[config.mk]
export PLATFORM = sky130hd
export DESIGN_NAME = conv_row_feeder_flat
export DESIGN_NICKNAME = d
export VERILOG_FILES = /design/src/rtl/conv_row_feeder_if.sv /design/src/rtl/conv_row_feeder.sv /design/src/flat_wrapper.sv
export SDC_FILE = /design/constraint.sdc
export NUM_CORES = 1
export LEC_CHECK = 0
export BUFFER_PORTS_ARGS = -buffer_cell sky130_fd_sc_hd__buf_2
export CAP_MARGIN = 20
export CORE_ASPECT_RATIO = 0.5
export CORE_MARGIN = 2
export CORE_UTILIZATION = 50
export DETAILED_ROUTE_END_ITERATION = 6
export PLACE_DENSITY = 0.67
export SLEW_MARGIN = 20
export SYNTH_ARGS = -nofsm -noshare
export SYNTH_HDL_FRONTEND = slang
export SYNTH_SLANG_ARGS = --single-unit
[constraint.sdc]
create_clock -name clk -period 4.3 [get_ports clk]
set_input_delay 0.86 -clock clk [delete_from_list [all_inputs] [get_ports clk]]
set_output_delay 0.86 -clock clk [all_outputs]
set_load 0.01 [all_outputs]
[src/rtl/conv_row_feeder_if.sv]
// Bus bundle between the pixel source, the row feeder and the convolution engine.
//
// Pixel stream handshake: a pixel moves on every rising clk edge where s_valid
// and s_ready are both high. The source holds s_data stable while s_valid is
// high. s_ready never depends on s_valid in the same cycle. The engine side is
// a start/done pulse pair rather than a valid/ready pair.
interface conv_row_feeder_if #(
    parameter int ROW_PIXELS = 32,
    parameter int PIX_W      = 8
);
    logic                          s_valid;
    logic                          s_ready;
    logic [PIX_W-1:0]              s_data;
    logic                          conv_start;
    logic [ROW_PIXELS*PIX_W-1:0]   conv_row;
    logic                          conv_done;

    // Environment view: pixel source plus convolution engine.
    modport master (
        output s_valid, s_data, conv_done,
        input  s_ready, conv_start, conv_row
    );

    // Feeder view.
    modport slave (
        input  s_valid, s_data, conv_done,
        output s_ready, conv_start, conv_row
    );
endinterface

[src/rtl/conv_row_feeder.sv]
// Packs a byte-serial pixel stream into rows and hands each row to the
// convolution engine. Two ping-pong buffers allow one row to be filled while the
// engine works on the other. Rows are issued strictly in arrival order.
module conv_row_feeder #(
    parameter int ROW_PIXELS = 32,
    parameter int PIX_W      = 8
) (
    input  logic                clk,
    input  logic                rst,
    conv_row_feeder_if.slave    bus,
    output logic                busy,
    output logic [15:0]         rows_issued,
    output logic                err_spurious_done,
    output logic                state_dbg
);
    localparam int ROW_W = ROW_PIXELS * PIX_W;
    localparam int CNT_W = $clog2(ROW_PIXELS);

    typedef enum logic {
        ST_IDLE = 1'b0,
        ST_WAIT = 1'b1
    } state_t;

    state_t             state_q;
    state_t             state_d;
    logic [ROW_W-1:0]   buf_q [0:1];
    logic [1:0]         full_q;
    logic               wr_sel_q;
    logic               rd_sel_q;
    logic [CNT_W-1:0]   fill_cnt_q;

    logic               accept;
    logic               row_last;
    logic               start_d;
    logic               done_ok;
    logic               spurious;

    // Write side only looks at registered state, so s_ready never combinationally
    // follows s_valid or conv_done.
    assign bus.s_ready = !full_q[wr_sel_q];
    assign accept      = bus.s_valid && bus.s_ready;
    assign row_last    = accept && (fill_cnt_q == CNT_W'(ROW_PIXELS - 1));

    // The engine always sees the oldest full buffer; it cannot move while in WAIT.
    assign bus.conv_row = buf_q[rd_sel_q];
    assign busy         = (state_q == ST_WAIT);
    assign state_dbg    = state_q;

    // Pixel packing into the buffer selected by the write pointer.
    always_ff @(posedge clk) begin
        if (rst) begin
            buf_q[0] <= '0;
            buf_q[1] <= '0;
        end else if (accept) begin
            buf_q[wr_sel_q][fill_cnt_q*PIX_W +: PIX_W] <= bus.s_data;
        end
    end

    // Write pointer, fill count and full flags. A completing row and a returning
    // conv_done always target different buffers, so both updates can land together.
    always_ff @(posedge clk) begin
        if (rst) begin
            full_q     <= '0;
            wr_sel_q   <= 1'b0;
            fill_cnt_q <= '0;
        end else begin
            if (accept) begin
                fill_cnt_q <= row_last ? '0 : fill_cnt_q + 1'b1;
            end
            if (row_last) begin
                full_q[wr_sel_q] <= 1'b1;
                wr_sel_q         <= !wr_sel_q;
            end
            if (done_ok) begin
                full_q[rd_sel_q] <= 1'b0;
            end
        end
    end

    // Issue FSM next-state and decode: IDLE issues a full buffer, WAIT holds it.
    always_comb begin
        state_d  = state_q;
        start_d  = 1'b0;
        done_ok  = 1'b0;
        spurious = 1'b0;
        case (state_q)
            ST_IDLE: begin
                if (full_q[rd_sel_q]) begin
                    start_d = 1'b1;
                    state_d = ST_WAIT;
                end
                if (bus.conv_done) begin
                    spurious = 1'b1;
                end
            end
            ST_WAIT: begin
                if (bus.conv_done) begin
                    done_ok = 1'b1;
                    state_d = ST_IDLE;
                end
            end
            default: state_d = ST_IDLE;
        endcase
    end

    // Issue FSM registers: state, start pulse, read pointer and status counters.
    always_ff @(posedge clk) begin
        if (rst) begin
            state_q           <= ST_IDLE;
            bus.conv_start    <= 1'b0;
            rd_sel_q          <= 1'b0;
            rows_issued       <= '0;
            err_spurious_done <= 1'b0;
        end else begin
            state_q        <= state_d;
            bus.conv_start <= start_d;
            if (start_d) begin
                rows_issued <= rows_issued + 16'd1;
            end
            if (done_ok) begin
                rd_sel_q <= !rd_sel_q;
            end
            if (spurious) begin
                err_spurious_done <= 1'b1;
            end
        end
    end
endmodule
[src/flat_wrapper.sv]
// flat-port wrapper written by rule: the top's interface ports become plain ports
module conv_row_feeder_flat 
#(
    parameter int ROW_PIXELS = 32,
    parameter int PIX_W      = 8
)
  (clk, rst, busy, rows_issued, err_spurious_done, state_dbg, bus_s_valid, bus_s_data, bus_conv_done, bus_s_ready, bus_conv_start, bus_conv_row);
  conv_row_feeder_if #(.ROW_PIXELS(ROW_PIXELS), .PIX_W(PIX_W)) bus_i ();
  input  logic clk;
  input  logic rst;
  output logic busy;
  output logic [15:0] rows_issued;
  output logic err_spurious_done;
  output logic state_dbg;
  input wire logic [$bits(bus_i.s_valid)-1:0] bus_s_valid;
  input wire logic [$bits(bus_i.s_data)-1:0] bus_s_data;
  input wire logic [$bits(bus_i.conv_done)-1:0] bus_conv_done;
  output wire logic [$bits(bus_i.s_ready)-1:0] bus_s_ready;
  output wire logic [$bits(bus_i.conv_start)-1:0] bus_conv_start;
  output wire logic [$bits(bus_i.conv_row)-1:0] bus_conv_row;
  assign bus_i.s_valid = bus_s_valid;
  assign bus_i.s_data = bus_s_data;
  assign bus_i.conv_done = bus_conv_done;
  assign bus_s_ready = bus_i.s_ready;
  assign bus_conv_start = bus_i.conv_start;
  assign bus_conv_row = bus_i.conv_row;
  conv_row_feeder #(.ROW_PIXELS(ROW_PIXELS), .PIX_W(PIX_W)) u_core (.clk(clk), .rst(rst), .bus(bus_i), .busy(busy), .rows_issued(rows_issued), .err_spurious_done(err_spurious_done), .state_dbg(state_dbg));
endmodule
After elaboration in Yosys (flattened, before gate mapping)
Memory sizes are Yosys's and may differ from the RTL's. A register that Yosys moved wholly into a read port is not among the register bits.
Cells that the tools add are included.

word-level totals
  word-level logic and storage cells = 60
  bits in read-only memories = 0
  bits in registers = 28
  bits in latches = 0
  bits of input ports = 12
  bits in writable memories = 512
  memories = 1
  output and inout bits = 277

operators by class
  shift operators = 2
  $mul = 0
  bitwise logic cells = 4
  reduce and logical (&&, ||, !) cells = 8
  eq/ne operators = 1
  magnitude comparators = 4
  add/subtract/negate cells = 3
  div/mod/pow operators = 0
  muxes and demuxes = 29

memory list
  memory        depth  bits a word  rd ports  clocked after memory_dff  write ports  RTL line               source
  u_core.buf_q  2      256          1         1                         2            conv_row_feeder.sv:26  logic [ROW_W-1:0] buf_q [0:1];

operator list
  kind                        count
  $mux W256                   3
  $reduce_or A256 Y1          1
  $shift A8 B34 Y256 const A  1
  $shiftx A8 B34 Y256         1
  $neg A8 Y34                 1
  $mux W1                     19
  $add A16 B1 Y16 const B     1
  $mux W2                     3
  $add A5 B1 Y5 const B       1
  $eq A5 B5 Y1 const B        1
  $mux W5                     1
  $logic_and A1 B1 Y1         4
  $lt A1 B2 Y1 const B        2
  $logic_not A1 Y1            3
  $and A2 B2 Y2               1
  $demux W1 S1                2
  $ge A1 B1 Y1 const B        2
  $not A2 Y2                  1
  $or A2 B2 Y2                1
  $pmux W1 S2                 1
  $not A1 Y1                  1

Logic depth before layout (Yosys ltp)
  depth after elaboration = 9
  mapped depth = 11
  mapped depth without buffers = 8

Least setup slack after synthesis
Ideal clock, no wire load.

  kind = reg-to-reg
  from = reg u_core.fill_cnt_q[0]
  to = mem u_core.buf_q[1][0] (netlist bit) (enable)
  data arrival time = 2932 ps
  stages on the path, launching flop included = 9
  buffers on the path = 1
  setup slack = 1058 ps
  cells stage by stage = dfxtp_1 > buf_2 > inv_1 > ha_1 > nor3b_1 > ha_1 > or4b_2 > nor4_1 > or2_2

RTL lines
  item                    RTL line               source
  from (decl)             conv_row_feeder.sv:30  logic [CNT_W-1:0] fill_cnt_q;
  from (signal assigned)  conv_row_feeder.sv:68  fill_cnt_q <= row_last ? '0 : fill_cnt_q + 1'b1;
  to (decl)               conv_row_feeder.sv:26

==> run metrics <==
run status=complete, no violations; Final Max Slew Viols=0; Final Wtd Congestion=0.8337; reg-to-reg critical path startpoint=u_core.fill_cnt_q[0]$_SDFFE_PP0P_; peak supply drop=272.5 µV; input/output buffers=288; Setup WS post-layout=708.4 ps; # clock sinks=541; Synth cell types=53; post-synthesis cell count=1,801; Area Growth Syn to Fin=15.25%; Flop pwr share=56.0%; leakage power=9.727 nW; CP top delay family=simple AND/OR/NAND/NOR gates; Hold Path Class=flop to flop; Initial Util=50.59%; ys async rst share=0%; Clock transition at path regs=60 ps; Site Rows=56; Core Area=46,730 µm²; Setup Buffers After CTS=0; Clock Tree Root=clkbuf_16; maxcap violations=0; drt via density=5.496; cts repair resizes=0; CTS tree=done; most frequent cells in the layout=edfxtp_1 (512), nor2_1 (500), buf_2 (287); Final Skew=22.10 ps; crit start category=flop; top_reg_cell synth=edfxtp_1; WP buf/inv=1; Post-Route WL=59.06 mm; power density cells=390.4 nW/µm²; final setup vio count=0; highest clock rate=278.4 MHz; global-route wire length before repair=85.86 mm; worst-path cell chain=inv_1, ha_1, nor3b_1, ha_1, nor4b_2, nand3_1, nand2b_1; Clock Power Share=38.2%; Chip Width=311.5 µm; layout cells sized above 1=32.86%; Logic pwr share=5.8%; Tcrit/Tclk final=83.53%; initial antenna violation count=1; Clock Path Buffers=3; CP dominant cell by count=ha_1; setup TNS=0 ps; Tot GR Track Use=23.39%; Detail Route Antenna Nets=0; slowest stage delay, CP=750 ps; Synth Cell Area=23,640 µm²; final hold vios=0; # H-tree levels=2; critical path class=flop to flop; Worst Max-Slew Pin Slew=1252 ps; YS warnings=0; min-delay src=u_core.err_spurious_done$_SDFFE_PP0P_; DRT Pass-1 Iters=5; wire per inst=21.53 µm; via count=15,080; die height=157.8 µm; Psw=0.002331 W; cell-internal power=0.008308 W; sequential area share after synthesis=67.48%; RSZ-0062 raised after global routing=false; largest net degree at the start of global routing=87; CP Data Required Time=4530 ps; hold_buf cts=0; Ports=289; CP Max Fanout=15; Worst Setup SP=u_core.fill_cnt_q[0]$_SDFFE_PP0P_; Detailed Place HPWL=38.74 mm; Skew-Pair Late Insertion Delay=570 ps; final net count=2,088; Period minus WS final=3592 ps; vias in the first global route=14,420; Setup crit end kind=flop; post-place setup slack=736.1 ps; sw frac=21.91%; flops & latches, synth=541; Syn Nets=1,818; CP arrival=3820 ps; DRC=0; commonest non-fill, non-tap cell in the layout=edfxtp_1; syn avg cell area=13.13 µm²; DR iter-0 viols=1,390; slowest stage cell, crit path=nor4b_2; Post-synth EDFFs=512; grt ovf=0; Rel. slew slack=16.54%; die area=49,150 µm²; clock buffer count from CTS=47
[layout make-up]
cell class	count	area (µm²)
inverter	5	18.77
antenna	2	5.005
clock buffer	65	1296
sequential	541	15960
timing repair buffer	323	1769
clock inverter	16	120.1
multi-input combinational	1153	7282
tap	638	798.3
fill	3780	19490
[power by group through the flow]
stage	sequential (W)	clock [W]	combinational, W
6_report	0.00596	0.00406	0.000619
5_1_grt	0.00597	0.00431	0.000658
4_1_cts	0.00596	0.00409	0.000619
3_5_place_dp	0.00607	0	0.000615
3_3_place_gp	0.00607	0	0.000611
2_1_floorplan	0.00605	0	0.000367
[worst min-delay path, cell delays in order (launching register included)]
cell,delay (ps)
dfxtp_1,330
a21oi_1,40
nor2_1,80
[final timing paths]
kind / depth (start not counted) / slack, ps / endpoint
worst min register to register: 2 / 480 / u_core.err_spurious_done$_SDFFE_PP0P_
worst max register to register: 7 / 710 / u_core.buf_q[1][133]$_SDFFCE_PN0P_
worst min-delay path: 2 / 480 / u_core.err_spurious_done$_SDFFE_PP0P_
worst max-delay path: 7 / 710 / u_core.buf_q[1][133]$_SDFFCE_PN0P_
[routing by layer]
metal  global-route usage (%)  wire length (µm)  vias to the layer above
li1                         -                 -                     6982
met1                    30.60             24110                     7424
met2                    39.41             29250                      575
met3                    4.991              4164                       94
met4                    7.453              1525                        0
met5                        0                 0                        -
[kinds of logic after synthesis]
| family | Yosys count | share of synthesized area (%) |
|---|---|---|
| fa+ha+maj | 5 | 0.2646 |
| buf+inv | 107 | 1.894 |
| mux | 259 | 12.32 |
| compound gates | 63 | 1.789 |
| simple gates | 813 | 15.73 |
| flops | 541 | 67.48 |
| xor+xnor | 13 | 0.5133 |
[synthesized netlist by cell type (all sizes together) (3+ instances only)]
| library cell | n | area [µm²] |
|---|---|---|
| nor2 | 501 | 1881 |
| nand3b | 4 | 30.03 |
| and2 | 27 | 168.9 |
| mux2 | 257 | 2894 |
| dfxtp | 29 | 580.6 |
| nand2 | 94 | 382.9 |
| nor4b | 3 | 47.54 |
| a21oi | 14 | 70.07 |
| clkbuf | 68 | 255.2 |
| or4 | 4 | 30.03 |
| nand3 | 71 | 405.4 |
| o21ai | 7 | 35.03 |
| or4b | 3 | 30.03 |
| nand2b | 35 | 219.0 |
| edfxtp | 512 | 15370 |
| nand4 | 8 | 56.30 |
| inv | 5 | 18.77 |
| buf | 34 | 173.9 |
| nor4 | 12 | 175.2 |
| a21o | 29 | 217.7 |
| xnor2 | 5 | 43.79 |
| xor2 | 8 | 77.58 |
| ha | 5 | 62.56 |
| nor3 | 33 | 165.2 |
| or3 | 6 | 37.54 |
| a31oi | 3 | 18.77 |
[stage by stage]
step	power (W)	instances	area (µm²)	hold WS, ps	util [%]
final	0.01064	2743	27250	482.4	58.30
after global routing	0.01094	2741	27240	518.3	58.29
after CTS	0.01067	2741	27240	479.8	58.28
after detailed placement	0.006688	2660	25820	455.7	55.25
after global placement	0.006677	2660	25820	458.6	55.25
after floorplan	0.006413	1801	23640	477.4	-
[sequential cells by signal, indices dropped and copies added, names as in the netlist, named ones only]
name                      flops
u_core.rd_sel_q               1
u_core.err_spurious_done      1
u_core.wr_sel_q               1
u_core.fill_cnt_q             5
u_core.full_q                 2
u_core.busy                   1
u_core.rows_issued           16
u_core.buf_q                512
u_core.bus.conv_start         1
No activity file was read; power rests on OpenSTA's default activity.
